File: config.mk
export PLATFORM = sky130hd
export DESIGN_NAME = uart_rx
export DESIGN_NICKNAME = d
export VERILOG_FILES = /design/src/rtl/uart_rx.sv
export SDC_FILE = /design/constraint.sdc
export NUM_CORES = 1
export LEC_CHECK = 0
export BUFFER_PORTS_ARGS = -buffer_cell sky130_fd_sc_hd__buf_2
export CORE_MARGIN = 5
export CORE_UTILIZATION = 35
export DETAILED_ROUTE_END_ITERATION = 6
export MAX_ROUTING_LAYER = met4
export PLACE_DENSITY = 0.64
export SLEW_MARGIN = 20
export SYNTH_ARGS = -nofsm -noshare
export SYNTH_HDL_FRONTEND = slang
export SYNTH_SLANG_ARGS = --single-unit
File: constraint.sdc
create_clock -name CLK -period 1.5 [get_ports CLK]
set_input_delay 0.075 -clock CLK [delete_from_list [all_inputs] [get_ports CLK]]
set_output_delay 0.075 -clock CLK [all_outputs]
set_load 0.005 [all_outputs]
File: src/rtl/uart_rx.sv
// 8N1 UART receiver: two-flop synchroniser, mid-bit sampling FSM and a
// valid/ready byte handshake with framing-error and overrun pulses.
module uart_rx #(
  parameter int CLK_FREQ_HZ = 12000000,
  parameter int BAUD_RATE   = 115200
) (
  input  logic       CLK,
  input  logic       RESET,
  input  logic       RXD,
  output logic [7:0] DATA,
  output logic       VALID,
  input  logic       READY,
  output logic       FRAME_ERR,
  output logic       OVERRUN,
  output logic       BUSY
);

  localparam int N  = CLK_FREQ_HZ / BAUD_RATE;
  localparam int H  = N / 2;
  localparam int CW = (N > 1) ? $clog2(N) : 1;

  if (N < 4) begin : g_bad_rate
    $error("uart_rx: CLK_FREQ_HZ / BAUD_RATE must be at least 4");
  end

  typedef enum logic [2:0] {
    ST_IDLE  = 3'd0,
    ST_START = 3'd1,
    ST_DATA  = 3'd2,
    ST_STOP  = 3'd3,
    ST_BREAK = 3'd4
  } state_t;

  state_t          state_r, state_s;
  logic [1:0]      sync_r;
  logic            rx_s;
  logic [CW-1:0]   cnt_r, cnt_s;
  logic [2:0]      bit_idx_r, bit_idx_s;
  logic [7:0]      shift_r, shift_s;
  logic            done_s;
  logic            ferr_s;

  assign rx_s = sync_r[1];

  // Synchroniser, FSM state and datapath registers
  always_ff @(posedge CLK) begin
    if (RESET) begin
      sync_r    <= 2'b11;
      state_r   <= ST_IDLE;
      cnt_r     <= '0;
      bit_idx_r <= 3'd0;
      shift_r   <= 8'h00;
    end else begin
      sync_r    <= {sync_r[0], RXD};
      state_r   <= state_s;
      cnt_r     <= cnt_s;
      bit_idx_r <= bit_idx_s;
      shift_r   <= shift_s;
    end
  end

  // Next-state logic: bit timing, sampling and frame completion
  always_comb begin
    state_s   = state_r;
    cnt_s     = cnt_r;
    bit_idx_s = bit_idx_r;
    shift_s   = shift_r;
    done_s    = 1'b0;
    ferr_s    = 1'b0;
    case (state_r)
      ST_IDLE: begin
        if (!rx_s) begin
          state_s = ST_START;
          cnt_s   = '0;
        end else begin
          state_s = ST_IDLE;
        end
      end
      ST_START: begin
        // Half a bit in: a line that has gone high again was a glitch
        if (cnt_r == CW'(H - 1)) begin
          cnt_s = '0;
          if (rx_s) begin
            state_s = ST_IDLE;
          end else begin
            state_s   = ST_DATA;
            bit_idx_s = 3'd0;
          end
        end else begin
          cnt_s = cnt_r + CW'(1);
        end
      end
      ST_DATA: begin
        if (cnt_r == CW'(N - 1)) begin
          cnt_s     = '0;
          shift_s   = {rx_s, shift_r[7:1]};
          bit_idx_s = bit_idx_r + 3'd1;
          if (bit_idx_r == 3'd7) begin
            state_s = ST_STOP;
          end else begin
            state_s = ST_DATA;
          end
        end else begin
          cnt_s = cnt_r + CW'(1);
        end
      end
      ST_STOP: begin
        // Leave at mid stop bit so the next start edge has no dead time
        if (cnt_r == CW'(N - 1)) begin
          cnt_s = '0;
          if (rx_s) begin
            done_s  = 1'b1;
            state_s = ST_IDLE;
          end else begin
            ferr_s  = 1'b1;
            state_s = ST_BREAK;
          end
        end else begin
          cnt_s = cnt_r + CW'(1);
        end
      end
      ST_BREAK: begin
        if (rx_s) begin
          state_s = ST_IDLE;
        end else begin
          state_s = ST_BREAK;
        end
      end
      default: begin
        state_s = ST_IDLE;
        cnt_s   = '0;
      end
    endcase
  end

  // Output handshake, error pulses and busy flag
  always_ff @(posedge CLK) begin
    if (RESET) begin
      DATA      <= 8'h00;
      VALID     <= 1'b0;
      FRAME_ERR <= 1'b0;
      OVERRUN   <= 1'b0;
      BUSY      <= 1'b0;
    end else begin
      FRAME_ERR <= ferr_s;
      OVERRUN   <= 1'b0;
      BUSY      <= (state_r != ST_IDLE);
      if (done_s) begin
        // A byte accepted on this same edge frees the slot for the new one
        if (!VALID || READY) begin
          DATA  <= shift_r;
          VALID <= 1'b1;
        end else begin
          OVERRUN <= 1'b1;
        end
      end else if (VALID && READY) begin
        VALID <= 1'b0;
      end else begin
        VALID <= VALID;
      end
    end
  end

endmodule

==> impl_metrics.py <==
metrics = {
    "run_status": {
        "status": "finished, final reports clean",
    },
    "synthesis": {
        "syn_area_per_cell_um2": 9.17,
        "synth.top_cells.by_area": "dfxtp_1 (45%), mux2i_1 (11%), nor2_1 (6.7%)",
        "synth_common_cells": "dfxtp_1 (35), nor2_1 (28), mux2i_1 (17)",
        "synth_most_common_cell": "dfxtp_1",
        "synthFlopType": "dfxtp_1",
        "synth_seq_cells": 35,
        "synth_enable_flop_cells": 0,
        "synthDistinctLibCells": 37,
        "synth_nets": 178,
        "yosysSeqAreaShare": 0.447,
        "synth_top_area_frac": 0.447,
        "synth.largest_area_cell": "dfxtp_1",
        "async_flop_share": 0,
        "synthCells": 171,
        "syn-cell-area_um2": 1570,
        "ys_warn_count": 0,
    },
    "routing": {
        "viasPerCell": 4.96,
        "vias": 1276,
        "final_antenna_net_count": 0,
        "wl_um": 3300,
        "dr.pass1.iters": 4,
        "wire_per_inst_um": 12.8,
        "remaining_drc_errors": 0,
        "drt_iter0_drc": 68,
    },
    "grt": {
        "use_met1": 0.140,
        "antenna_found_initial": 0,
        "grt_pass1_wl_um": 5520,
        "gr-total-overflow": 0,
        "grt_busiest_layer": "met2",
        "met3_usage": 0.0433,
        "grt_max_degree": 36,
        "grt.total_usage": 0.119,
        "gr-usage-met2": 0.175,
        "grt_pass1_vias": 1188,
    },
    "clocking": {
        "cts_tree": "built",
        "htreeDepth": 2,
        "clock_latency_ns": 0.29,
        "cts.sinks": 35,
        "root_buffer": "clkbuf_8",
        "cts.clk_slew.worst_paths_ns": 0.07,
        "cts_made_buffers": 5,
        "clock_path_buffers": 2,
    },
    "placed_design": {
        "routabilityCongestion": 0.789,
        "place_inst": 245,
        "dp_hpwl_um": 2190,
        "port_buffers": 15,
        "post-place-ws_ns": -0.121,
    },
    "power": {
        "p_int_mw": 1.61,
        "netSwitchingPower_mw": 0.570,
        "swShare": 0.262,
        "p_per_area_nw_per_um2": 1090,
        "pwr-share-seq": 0.454,
        "power_frac_comb": 0.159,
        "clock_power_share": 0.387,
        "power.leakage_nw": 0.832,
        "peakVddDrop_uv": 344,
    },
    "sta": {
        "tightest_slew_ns": 0.622,
        "relSlewSlack": 0.585,
        "fmax_ghz": 0.708,
        "slew_viol_final": 0,
        "skew_ns": 0.00967,
        "fin_tns_setup_ns": 0,
        "post-route-min-period_ns": 1.41,
        "hold_violations": 0,
        "worst_slack_ns": 0.0870,
        "rsz0062_at_grt": "true",
        "fin_crit_sh": 0.942,
        "setup_viol": 0,
    },
    "critical_path": {
        "critPathLaunchType": "register",
        "arrival_ns": 1.59,
        "crit_path_end_kind": "register",
        "path_max_fanout": 8,
        "required_ns": 1.67,
        "r2r_slack_ns": 0.09,
        "worst-setup-path-type": "reg2reg",
    },
    "floorplan": {
        "coreArea_um2": 4350,
        "design.die.area_um2": 5920,
        "rows": 24,
        "pin_count": 16,
        "die_y_um": 76.9,
        "initial_utilization": 0.360,
        "die_x_um": 76.9,
    },
    "job": {
        "cap_violations": 0,
    },
    "layout": {
        "finalCoreUtilization": 0.457,
        "drive_gt1_frac": 0.302,
        "syn2layout_area_growth_pct": 26.9,
        "fin_nets": 211,
        "nFillCells": 414,
        "instances_no_fill": 257,
        "antenna_cells": 0,
    },
    "worst_hold_path": {
        "hp-class": "in2reg",
    },
}
-- placed cells by master, fill, tap and decap left out, drive strengths merged --
cell type,n
bufinv,1
nand3,5
a31oi,2
nand4,5
a41oi,1
o21ai,3
a21boi,1
nor3,3
buf,36
nor2,28
o21bai,2
mux2i,17
nand3b,2
o22ai,4
a21oi,15
and2,4
or2,3
a211oi,2
nor2b,2
clkbuf,5
and4b,1
o31a,2
nor4,1
nand2,10
nand2b,2
and4bb,2
and4,1
o21a,3
dlygate4sd3,1
inv,1
clkinv,2
ha,3
dfxtp,35
-- state kept, by name, indices dropped and copies added, names as in the netlist --
| register | count |
|---|---|
| state_r | 3 |
| DATA | 8 |
| sync_r | 2 |
| shift_r | 8 |
| bit_idx_r | 3 |
| OVERRUN | 1 |
| VALID | 1 |
| FRAME_ERR | 1 |
| BUSY | 1 |
| cnt_r | 7 |
-- worst paths after layout --
path	start	cells past startpoint	to
worst max-delay path	cnt_r[4]$_SDFFE_PP0P_	5	state_r[2]$_SDFFE_PP0P_
worst min-delay path	READY	3	OVERRUN$_SDFF_PP0_
worst max register to register	cnt_r[4]$_SDFFE_PP0P_	5	state_r[2]$_SDFFE_PP0P_
worst min register to register	sync_r[0]$_SDFF_PP1_	1	sync_r[1]$_SDFF_PP1_
-- kinds of logic (layout without fill, tap and decap cells) --
kind of cell | count (synthesis) | after routing | synth area share
buffers and inverters | 12 | 46 | 0.0391
adder cells (fa/ha/maj) | 3 | 3 | 0.0239
AND/OR/NAND/NOR | 69 | 69 | 0.227
multiplexers | 17 | 17 | 0.109
AO/OA/AOI/OAI | 35 | 35 | 0.154
flip-flops | 35 | 35 | 0.447
-- critical path: stages (launching register included) --
cell and delay, ns:
dfxtp_2 0.32, and4bb_4 0.36, buf_4 0.13, a211oi_4 0.05
buf_6 0.13, o31a_2 0.31
-- cell type report --
type,instances,area (um^2),share of cell area
Clock buffer,5,68.8,0.0346
Clock inverter,3,43.8,0.0220
Inverter,1,3.75,0.00189
Multi-Input combinational cell,124,826,0.415
Sequential cell,35,707,0.355
Tap cell,52,65.1,0.0327
Timing Repair Buffer,37,275,0.138
-- repair_timing --
item / CTS / global route
hold buffers: 1 / 0
endpoints found under the setup margin: 22 / 15
pin swaps: 0 / 5
setup buffers: 0 / 3
resized for setup: 3 / 10
endpoints found under the hold margin: 1 / 0
-- power by group through the flow --
stage	sequential, mW	clock (mW)	combinational (mW)
floorplan	0.994	0	0.226
global placement	0.998	0	0.326
detailed placement	0.999	0	0.328
CTS	0.977	0.867	0.330
global route	0.990	0.912	0.380
finish	0.987	0.842	0.347
-- through the flow --
step	hold WS [ns]	instance area, um^2	total power, mW
2_1_floorplan	0.179	1570	1.22
3_3_place_gp	0.259	1810	1.32
3_5_place_dp	0.259	1810	1.33
4_1_cts	0.131	1940	2.17
5_1_grt	0.152	1990	2.28
6_report	0.139	1990	2.18
-- metal layers --
| layer | part of all wire | routed length, um |
|---|---|---|
| met1 | 0.48 | 1590 |
| met2 | 0.45 | 1490 |
| met3 | 0.038 | 125 |
| met4 | 0.030 | 100 |
| met5 | 0 | 0 |
Power figures use the tool's default switching activity.
